--- src/rtl/solver_arbiter.sv ---
// solver_arbiter: round-robin sharing of one polynomial solver among N_REQ requesters,
// with operand load, enable pulse, valid-edge capture, watchdog abort and ID-tagged response.
module solver_arbiter #(
    parameter int N_REQ   = 4,
    parameter int ID_W    = 2,
    parameter int TIMEOUT = 64
) (
    input  logic                  clk_i,
    input  logic                  rst_ni,
    input  logic [N_REQ-1:0]      req_valid_i,
    input  logic [8*N_REQ-1:0]    req_x_i,
    input  logic [16*N_REQ-1:0]   req_a_i,
    input  logic [16*N_REQ-1:0]   req_b_i,
    input  logic [16*N_REQ-1:0]   req_c_i,
    output logic [N_REQ-1:0]      req_ack_o,
    output logic                  resp_valid_o,
    output logic [ID_W-1:0]       resp_id_o,
    output logic [15:0]           resp_y_o,
    output logic                  resp_err_o,
    output logic [7:0]            slv_x_o,
    output logic [15:0]           slv_a_o,
    output logic [15:0]           slv_b_o,
    output logic [15:0]           slv_c_o,
    output logic                  slv_enable_o,
    input  logic [15:0]           slv_y_i,
    input  logic                  slv_ready_i,
    input  logic                  slv_valid_i,
    output logic                  busy_o
);
    localparam int CW = $clog2(TIMEOUT);

    typedef enum logic [2:0] {IDLE, ISSUE, WAIT_VALID, RESPOND, WAIT_READY} state_t;

    state_t          state_q, state_d;
    logic [ID_W-1:0] rr_q, rr_d, id_q, id_d, win, off;
    logic [ID_W:0]   sum, inc;
    logic [N_REQ-1:0] rot;
    logic [7:0]      x_q, x_d, sel_x;
    logic [15:0]     a_q, a_d, b_q, b_d, c_q, c_d, y_q, y_d, sel_a, sel_b, sel_c;
    logic [CW-1:0]   cnt_q, cnt_d;
    logic            err_q, err_d, vprev_q, grant, rise, tmo;

    assign grant = |req_valid_i && slv_ready_i;
    assign rise  = slv_valid_i && !vprev_q;
    assign tmo   = cnt_q == CW'(TIMEOUT - 1);
    assign inc   = {1'b0, id_q} + 1'b1;

    // rotate so the scan starts at bit 0, then undo the rotation on the found offset
    always_comb begin
        rot = (req_valid_i >> rr_q) | (req_valid_i << (N_REQ - int'(rr_q)));
        off = '0;
        for (int i = N_REQ - 1; i >= 0; i--) if (rot[i]) off = ID_W'(i);
        sum = {1'b0, rr_q} + {1'b0, off};
        win = (sum >= (ID_W+1)'(N_REQ)) ? ID_W'(sum - (ID_W+1)'(N_REQ)) : ID_W'(sum);
    end

    always_comb begin
        sel_x = '0;
        sel_a = '0;
        sel_b = '0;
        sel_c = '0;
        for (int i = 0; i < N_REQ; i++) begin
            if (win == ID_W'(i)) begin
                sel_x = req_x_i[8*i +: 8];
                sel_a = req_a_i[16*i +: 16];
                sel_b = req_b_i[16*i +: 16];
                sel_c = req_c_i[16*i +: 16];
            end
        end
    end

    always_ff @(posedge clk_i or negedge rst_ni) begin
        if (!rst_ni) begin
            state_q <= IDLE;
            rr_q    <= '0;
            id_q    <= '0;
            x_q     <= '0;
            a_q     <= '0;
            b_q     <= '0;
            c_q     <= '0;
            y_q     <= '0;
            err_q   <= 1'b0;
            cnt_q   <= '0;
            vprev_q <= 1'b0;
        end else begin
            state_q <= state_d;
            rr_q    <= rr_d;
            id_q    <= id_d;
            x_q     <= x_d;
            a_q     <= a_d;
            b_q     <= b_d;
            c_q     <= c_d;
            y_q     <= y_d;
            err_q   <= err_d;
            cnt_q   <= cnt_d;
            vprev_q <= slv_valid_i;
        end
    end

    always_comb begin
        state_d = state_q;
        rr_d    = rr_q;
        id_d    = id_q;
        x_d     = x_q;
        a_d     = a_q;
        b_d     = b_q;
        c_d     = c_q;
        y_d     = y_q;
        err_d   = err_q;
        cnt_d   = cnt_q;
        case (state_q)
            IDLE: if (grant) begin
                state_d = ISSUE;
                id_d    = win;
                x_d     = sel_x;
                a_d     = sel_a;
                b_d     = sel_b;
                c_d     = sel_c;
            end
            ISSUE: begin
                cnt_d   = '0;
                state_d = WAIT_VALID;
            end
            WAIT_VALID: begin
                cnt_d = cnt_q + 1'b1;
                if (rise) begin
                    y_d     = slv_y_i;
                    err_d   = 1'b0;
                    state_d = RESPOND;
                end else if (tmo) begin
                    y_d     = '0;
                    err_d   = 1'b1;
                    state_d = RESPOND;
                end
            end
            RESPOND: begin
                rr_d    = (inc == (ID_W+1)'(N_REQ)) ? '0 : inc[ID_W-1:0];
                state_d = WAIT_READY;
            end
            WAIT_READY: state_d = slv_ready_i ? IDLE : WAIT_READY;
            default: state_d = IDLE;
        endcase
    end

    always_comb begin
        req_ack_o    = (rst_ni && state_q == IDLE && grant) ? N_REQ'(1) << win : '0;
        slv_enable_o = state_q == ISSUE;
        resp_valid_o = state_q == RESPOND;
        busy_o       = state_q != IDLE;
    end

    assign resp_id_o  = id_q;
    assign resp_y_o   = y_q;
    assign resp_err_o = err_q;
    assign slv_x_o    = x_q;
    assign slv_a_o    = a_q;
    assign slv_b_o    = b_q;
    assign slv_c_o    = c_q;

endmodule
--- config.mk ---
export PLATFORM = sky130hd
export DESIGN_NAME = solver_arbiter
export DESIGN_NICKNAME = d
export VERILOG_FILES = /design/src/rtl/solver_arbiter.sv
export SDC_FILE = /design/constraint.sdc
export NUM_CORES = 1
export LEC_CHECK = 0
export BUFFER_PORTS_ARGS = -buffer_cell sky130_fd_sc_hd__buf_4
export CORE_AREA = 2 2 126 128
export DETAILED_ROUTE_END_ITERATION = 10
export DIE_AREA = 0 0 128 130
export PLACE_DENSITY = 0.78
export SLEW_MARGIN = 10
export SYNTH_ARGS = -nofsm -noshare
export SYNTH_HDL_FRONTEND = slang
export SYNTH_SLANG_ARGS = --single-unit
--- constraint.sdc ---
create_clock -name clk_i -period 9.6 [get_ports clk_i]
set_clock_uncertainty 0.15 [all_clocks]
set_input_delay 1.92 -clock clk_i [delete_from_list [all_inputs] [get_ports clk_i]]
set_output_delay 1.92 -clock clk_i [all_outputs]
set_load 0.01 [all_outputs]
==> results of run 1 <==
-- cell usage in the layout (no fill, tap or decap), types with 2 or more instances in the layout --
master	netlist	final
sky130_fd_sc_hd__nand2b_1	2	2
sky130_fd_sc_hd__a22o_1	17	17
sky130_fd_sc_hd__a221o_1	56	56
sky130_fd_sc_hd__and2_1	2	2
sky130_fd_sc_hd__clkbuf_16	0	9
sky130_fd_sc_hd__and3_1	3	3
sky130_fd_sc_hd__nor2_1	11	11
sky130_fd_sc_hd__nand3_1	6	5
sky130_fd_sc_hd__bufinv_16	0	2
sky130_fd_sc_hd__dfrtp_1	87	87
sky130_fd_sc_hd__o22ai_1	112	112
sky130_fd_sc_hd__o21ai_0	8	8
sky130_fd_sc_hd__buf_4	6	339
sky130_fd_sc_hd__nor3_1	113	113
sky130_fd_sc_hd__mux2i_1	118	118
sky130_fd_sc_hd__ha_1	4	3
sky130_fd_sc_hd__a21oi_1	59	59
sky130_fd_sc_hd__nand2_1	72	72
sky130_fd_sc_hd__inv_1	7	7
sky130_fd_sc_hd__nor4_1	2	2
-- logic make-up after synthesis --
group	after synthesis	share of synthesized area (%)
XOR/XNOR	2	0.475
buffers and inverters	99	7.29
multiplexers	119	17.4
flip-flops	87	31.8
AND/OR/NAND/NOR	222	15.5
AO/OA/AOI/OAI	262	26.8
adder cells (fa/ha/maj)	4	0.731
-- per-layer routing --
layer,vias up,GRT usage [%]
met5,-,0
met4,0,10.5
met3,59,4.43
met2,424,46.6
met1,3676,35.8
li1,3618,-
-- metrics by stage --
step                utilization (%)  instances  hold slack, ps
global route                   61.9       1251             363
finish                         61.9       1251             324
CTS                            61.9       1251             328
global placement               59.8       1235             319
floorplan                         -        795             295
detailed placement             59.8       1235             319
-- power by group --
group	internal [uW]	switching, uW
Combinational	1280	1720
Sequential	543	124
Clock	235	150
-- state kept, by name, summed over array words and instances (netlist names) --
name        flops
resp_y_o       16
slv_a_o        16
slv_b_o        16
slv_c_o        16
slv_x_o         8
cnt_q           6
state_q         3
resp_id_o       2
rr_q            2
resp_err_o      1
vprev_q         1
-- cell type report --
type                            instances  area, sq um  share of cell area [%]
Multi-Input combinational cell        609         4230                    44.3
Timing Repair Buffer                  339         2540                    26.7
Sequential cell                        87         2180                    22.8
Clock buffer                           11          243                    2.54
Tap cell                              192          240                    2.52
Clock inverter                          5         81.3                   0.852
Inverter                                8         30.0                   0.314
-- how the worst max path moves through the flow --
stage / startpoint / endpoint / slack, ps / cells past startpoint
after floorplan: req_valid_i[1] / req_ack_o[1] / 3480 / 11
after global placement: req_valid_i[0] / req_ack_o[0] / 3410 / 11
after detailed placement: req_valid_i[0] / req_ack_o[0] / 3330 / 11
after CTS: req_valid_i[2] / req_ack_o[0] / 3310 / 12
after global routing: req_valid_i[2] / req_ack_o[0] / 3150 / 12
final: req_valid_i[1] / req_ack_o[3] / 3320 / 10
==> flow_metrics.py, run 1 <==
metrics = {
    "clock_tree": {
        "clk_transition_reported_paths_ps": 60,
        "cts_hold_buf": 0,
        "max-clock-path-buffers": 2,
        "cts_tree": "yes",
        "cts-buffers-inserted": 9,
        "cts_setup_buffers": 0,
        "postCtsResizedCells": 0,
        "clock_sinks": 87,
        "worst_skew_pair.late_latency_ps": 340,
        "htreeDepth": 3,
        "cts_root_buffer": "sky130_fd_sc_hd__clkbuf_16",
    },
    "drt": {
        "via_per_inst": 6.22,
        "post-route-drc-count": 0,
        "post_drt_wl_per_cell_um": 19.5,
        "routed-wl-met2_mm": 12.0,
        "drt_pass1_iterations": 8,
        "dr_total_vias": 7777,
        "drt-initial-drc-count": 701,
        "ant_nets": 0,
        "route.met3.wl_mm": 1.95,
        "topRoutingLayerUsed": "met4",
        "routed_wirelength_mm": 24.4,
        "drt-met1-wl_mm": 9.77,
    },
    "timing": {
        "report.final.hold_viol_count": 0,
        "fmax_ghz": 0.159,
        "finalMaxSlewViolations": 0,
        "finalWorstSetupSlack_ps": 3320,
        "rsz0062_at_grt": "false",
        "finalCritPeriodShare_pct": 65.4,
        "setup_tns_ps": 0,
        "fin_crit_ps": 6280,
        "worstMarginPinSlew_ps": 1230,
        "report.final.setup_viol": 0,
        "relative_slew_margins_pct": 18.0,
    },
    "hold_path": {
        "whs_path_depth": 1,
        "hold_crit_endpoint": "cnt_q[5]",
        "hp-class": "flop to flop",
        "worst_hold_startpoint": "cnt_q[5]",
    },
    "place": {
        "post_dp_cell_area_sq_mm": 0.00923,
        "dpl_worst_slack_ps": 3330,
        "dp.final_hpwl_mm": 16.8,
        "finalWeightedCongestion": 0.849,
        "numPortBuffers": 329,
    },
    "die": {
        "fp.dieH_um": 130,
        "fp.coreArea_sq_mm": 0.0154,
        "die_area_sq_mm": 0.0166,
        "initial_utilization_pct": 44.4,
        "num_rows": 46,
        "fp.dieW_um": 128,
        "boundaryPins": 330,
    },
    "synth": {
        "synth.most_common_cell": "sky130_fd_sc_hd__mux2i_1",
        "yosys.area.top_type": "sky130_fd_sc_hd__dfrtp_1",
        "synth_largest_type_area_fraction_pct": 31.8,
        "yosysWarningCount": 0,
        "ys.flop_type": "sky130_fd_sc_hd__dfrtp_1",
        "postSynthNetCount": 1047,
        "synth_sequential_area_ratio_pct": 31.8,
        "synth.avg_cell_area_sq_um": 8.61,
        "synth_top_cells_by_count": "sky130_fd_sc_hd__mux2i_1, sky130_fd_sc_hd__nor3_1, sky130_fd_sc_hd__o22ai_1",
        "synth_seq_cells": 87,
        "number_of_flops_mapped_to_enable_cells_by_yosys": 0,
        "synth_cell_type_count": 47,
        "synth_async_sr_flop_share_pct": 100,
        "syn_area_sq_mm": 0.00685,
        "post_synth_main_area_contributors": "sky130_fd_sc_hd__dfrtp_1, sky130_fd_sc_hd__mux2i_1, sky130_fd_sc_hd__o22ai_1, sky130_fd_sc_hd__nor3_1, sky130_fd_sc_hd__a221o_1",
        "postSynthCellCount": 795,
    },
    "critical_path": {
        "crit-reg2reg-capture": "slv_x_o[4]",
        "timing_worst_setup_path_type": "input pin to output pin",
        "end_kind": "output pin",
        "crit_path_frequent_cell": "sky130_fd_sc_hd__buf_4",
        "timing.critical_path.required_ps": 7530,
        "critical_path.startpoint_type": "input pin",
        "worst-path-max-fanout": 74,
        "r2r.worst_path.cells": 16,
        "critical_path.n_buffers_inverters": 2,
        "reg2reg_from": "rr_q[1]",
        "setup.reg_to_reg.worst_slack_ps": 4170,
        "top_cell_family_by_delay_on_the_critical_path": "simple AND/OR/NAND/NOR gates",
        "standard_cell_with_the_maximum_stage_delay_on_the_critical_path": "sky130_fd_sc_hd__ha_4",
        "timing.critical_path.arrival_ps": 4210,
        "timing.critical_path.slowest_cell_delay_ps": 760,
        "sequence_of_cells_on_the_critical_path": "buf_4 -> or3b_1 -> nand2_1 -> mux2i_1 -> o211ai_1 -> a22oi_1 -> ha_4 -> nand3_1 -> nor2_1 -> buf_4",
    },
    "pwr": {
        "leakage_uw": 0.00455,
        "pwr_density_cell_mw_per_mm2": 425,
        "total_power_uw": 4060,
        "irDropWorstVdd_v": 0.000357,
    },
    "layout": {
        "filler_instances": 1371,
        "synthToLayoutAreaGrowth_pct": 39.5,
        "num_antenna_cells": 0,
        "finish.net_count": 1306,
        "finalInstanceArea_sq_mm": 0.00955,
        "final_layout_size_suffix_gt1_share_pct": 34.9,
    },
    "global_routing": {
        "initial_antenna_violation_count": 0,
        "vias_in_the_first_global_route": 7025,
        "wire_length_of_the_first_global_routing_pass_mm": 36.8,
        "groute.usage.overall_pct": 27.6,
        "gr_overflow_total": 0,
        "grt_max_degree": 100,
    },
    "flow_run": {
        "drv.max_cap_violation_count": 0,
    },
    "run_status": {
        "status": "finished, final reports clean",
    },
}
Power figures use the tool's default switching activity.
==> run 2: changes to the inputs <==
Settings changed: CORE_AREA 2 2 126 128 to 2 2 127 129, DIE_AREA 0 0 128 130 to 0 0 129 131, PLACE_DENSITY 0.78 to 0.77.
Clock period 9.6 ns to 6 ns, I/O delays scaled along.
==> run 2 against run 1 <==
Critical path type is now flop to output pin; routed wire length decreased by 0.62%; non-clock buffer count is 1 higher; setup slack got worse by 2900 ps; via count is 0.63% lower; flip-flop and latch count unchanged; sequential share of layout area down 0.071 points; combinational power up 61%; count of clock-buffer cells in the layout shrank 2; utilization shrank 0.49 points; hold slack improved by 10 ps; sequential power increased by 56%.
==> flow_metrics.py, run 2 (synthesized netlist as in run 1, its figures left out) <==
metrics = {
    "drt": {
        "drt_pass1_iterations": 5,
        "dr_total_vias": 7728,
        "via_per_inst": 6.06,
        "drt-initial-drc-count": 639,
        "post-route-drc-count": 0,
        "ant_nets": 0,
        "post_drt_wl_per_cell_um": 19.0,
        "routed_wirelength_mm": 24.3,
    },
    "layout": {
        "layout_commonest_cell": "sky130_fd_sc_hd__buf_4",
        "finalInstanceArea_sq_mm": 0.00958,
        "final_layout_size_suffix_gt1_share_pct": 35.1,
        "mostFrequentLayoutCells": "sky130_fd_sc_hd__buf_4, sky130_fd_sc_hd__mux2i_1, sky130_fd_sc_hd__nor3_1",
        "synthToLayoutAreaGrowth_pct": 39.9,
        "finish.net_count": 1307,
        "num_antenna_cells": 0,
    },
    "critical_path": {
        "sequence_of_cells_on_the_critical_path": "inv_2 -> ha_1 -> or3b_1 -> nand2_1 -> mux2i_1 -> o211ai_1 -> a22oi_1 -> ha_4 -> xnor2_4 -> o21ai_2 -> and2_1 -> nor4_1 -> buf_4",
        "end_kind": "output pin",
        "standard_cell_with_the_maximum_stage_delay_on_the_critical_path": "sky130_fd_sc_hd__xnor2_4",
        "timing.critical_path.required_ps": 4650,
        "timing.critical_path.arrival_ps": 4190,
        "timing.critical_path.slowest_cell_delay_ps": 810,
        "worst-path-max-fanout": 29,
        "critical_path.startpoint_type": "flop",
        "timing_worst_setup_path_type": "flop to output pin",
    },
    "pwr": {
        "p_int_uw": 3230,
        "sequentialPowerShare_pct": 16.2,
        "irDropWorstVdd_v": 0.000537,
        "power_switching_share_pct": 49.8,
        "power_switching_uw": 3210,
        "total_power_uw": 6430,
        "pwr_density_cell_mw_per_mm2": 672,
        "comb_power_share_pct": 75.0,
        "pwr-share-clk_pct": 8.8,
        "leakage_uw": 0.00455,
    },
    "timing": {
        "report.final.setup_viol": 0,
        "finalCritPeriodShare_pct": 92.4,
        "report.final.hold_viol_count": 0,
        "fin_crit_ps": 5540,
        "worstMarginPinSlew_ps": 1140,
        "finalMaxSlewViolations": 0,
        "worst_hold_slack_ps": 335,
        "setup_tns_ps": 0,
        "finalWorstSetupSlack_ps": 459,
        "fmax_ghz": 0.180,
        "relative_slew_margins_pct": 23.6,
        "rsz0062_at_grt": "false",
    },
    "die": {
        "fp.coreArea_sq_mm": 0.0156,
        "initial_utilization_pct": 43.9,
        "fp.dieH_um": 131,
        "die_area_sq_mm": 0.0169,
        "num_rows": 46,
        "fp.dieW_um": 129,
        "boundaryPins": 330,
    },
    "clock_tree": {
        "clk_transition_reported_paths_ps": 70,
        "cts_setup_buffers": 0,
        "postCtsResizedCells": 0,
        "cts_tree": "yes",
        "cts-buffers-inserted": 9,
        "htreeDepth": 3,
        "cts_root_buffer": "sky130_fd_sc_hd__clkbuf_16",
        "worst_skew_pair.late_latency_ps": 350,
        "cts_hold_buf": 0,
        "clock_sinks": 87,
        "max-clock-path-buffers": 2,
    },
    "place": {
        "dpl_worst_slack_ps": 620,
        "post_dp_cell_area_sq_mm": 0.00929,
        "numPortBuffers": 329,
        "finalWeightedCongestion": 0.870,
        "dp.final_hpwl_mm": 16.4,
    },
    "global_routing": {
        "initial_antenna_violation_count": 0,
        "groute.usage.overall_pct": 27.5,
        "wire_length_of_the_first_global_routing_pass_mm": 36.7,
        "grt_max_degree": 113,
        "vias_in_the_first_global_route": 7034,
        "gr_overflow_total": 0,
    },
    "flow_run": {
        "drv.max_cap_violation_count": 0,
    },
    "run_status": {
        "status": "finished, final reports clean",
    },
    "hold_path": {
        "hp-class": "flop to flop",
    },
}
## run 2: path summary, 6_finish.rpt
kind | start | endpoint | slack, ps | depth (start not counted)
worst max-delay path | rr_q[0] | req_ack_o[0] | 460 | 13
min in group asynchronous | rst_ni | resp_y_o[7] | 580 | 1
worst max register to register | rr_q[0] | slv_b_o[0] | 1100 | 15
max in group asynchronous | rst_ni | slv_c_o[1] | 3930 | 2
worst min register to register | cnt_q[5] | cnt_q[5] | 330 | 1
worst min-delay path | cnt_q[5] | cnt_q[5] | 330 | 1
## run 2: critical path: cells and delay by family (launching register included)
| kind | cells | cell delay, ps |
|---|---|---|
| flip-flops | 1 | 570 |
| AO/OA/AOI/OAI | 3 | 410 |
| XOR/XNOR | 1 | 810 |
| multiplexers | 1 | 100 |
| adder cells (fa/ha/maj) | 2 | 620 |
| AND/OR/NAND/NOR | 4 | 1020 |
| buffers and inverters | 2 | 300 |
## run 2: area by class of cell
| class | instances | area, sq um |
|---|---|---|
| clock inverters | 7 | 66.3 |
| clock buffers | 9 | 225 |
| inverters | 8 | 30.0 |
| flip-flops and latches | 87 | 2180 |
| fillers | 1393 | 6020 |
| well taps | 216 | 270 |
| multi-input cells | 609 | 4230 |
| repair buffers | 340 | 2580 |
## run 2: metal layers
metal,GRT usage [%],vias up,wire (um)
met1,34.6,3665,9700
li1,-,3632,-
met5,0,-,0
met3,5.09,55,1920
met4,11.6,0,794
met2,46.4,376,11900
## run 2: power by group through the flow
stage | sequential (uW) | clock [uW] | combinational (uW)
global placement | 1040 | 0 | 4710
finish | 1040 | 568 | 4830
CTS | 1040 | 584 | 4810
detailed placement | 1040 | 0 | 4790
floorplan | 1130 | 0 | 3550
global route | 1070 | 610 | 5280
## run 2: through the flow
| step | util [%] | cells |
|---|---|---|
| global placement | 59.5 | 1260 |
| detailed placement | 59.5 | 1260 |
| global route | 61.4 | 1276 |
| finish | 61.4 | 1276 |
| floorplan | - | 795 |
| CTS | 61.4 | 1276 |
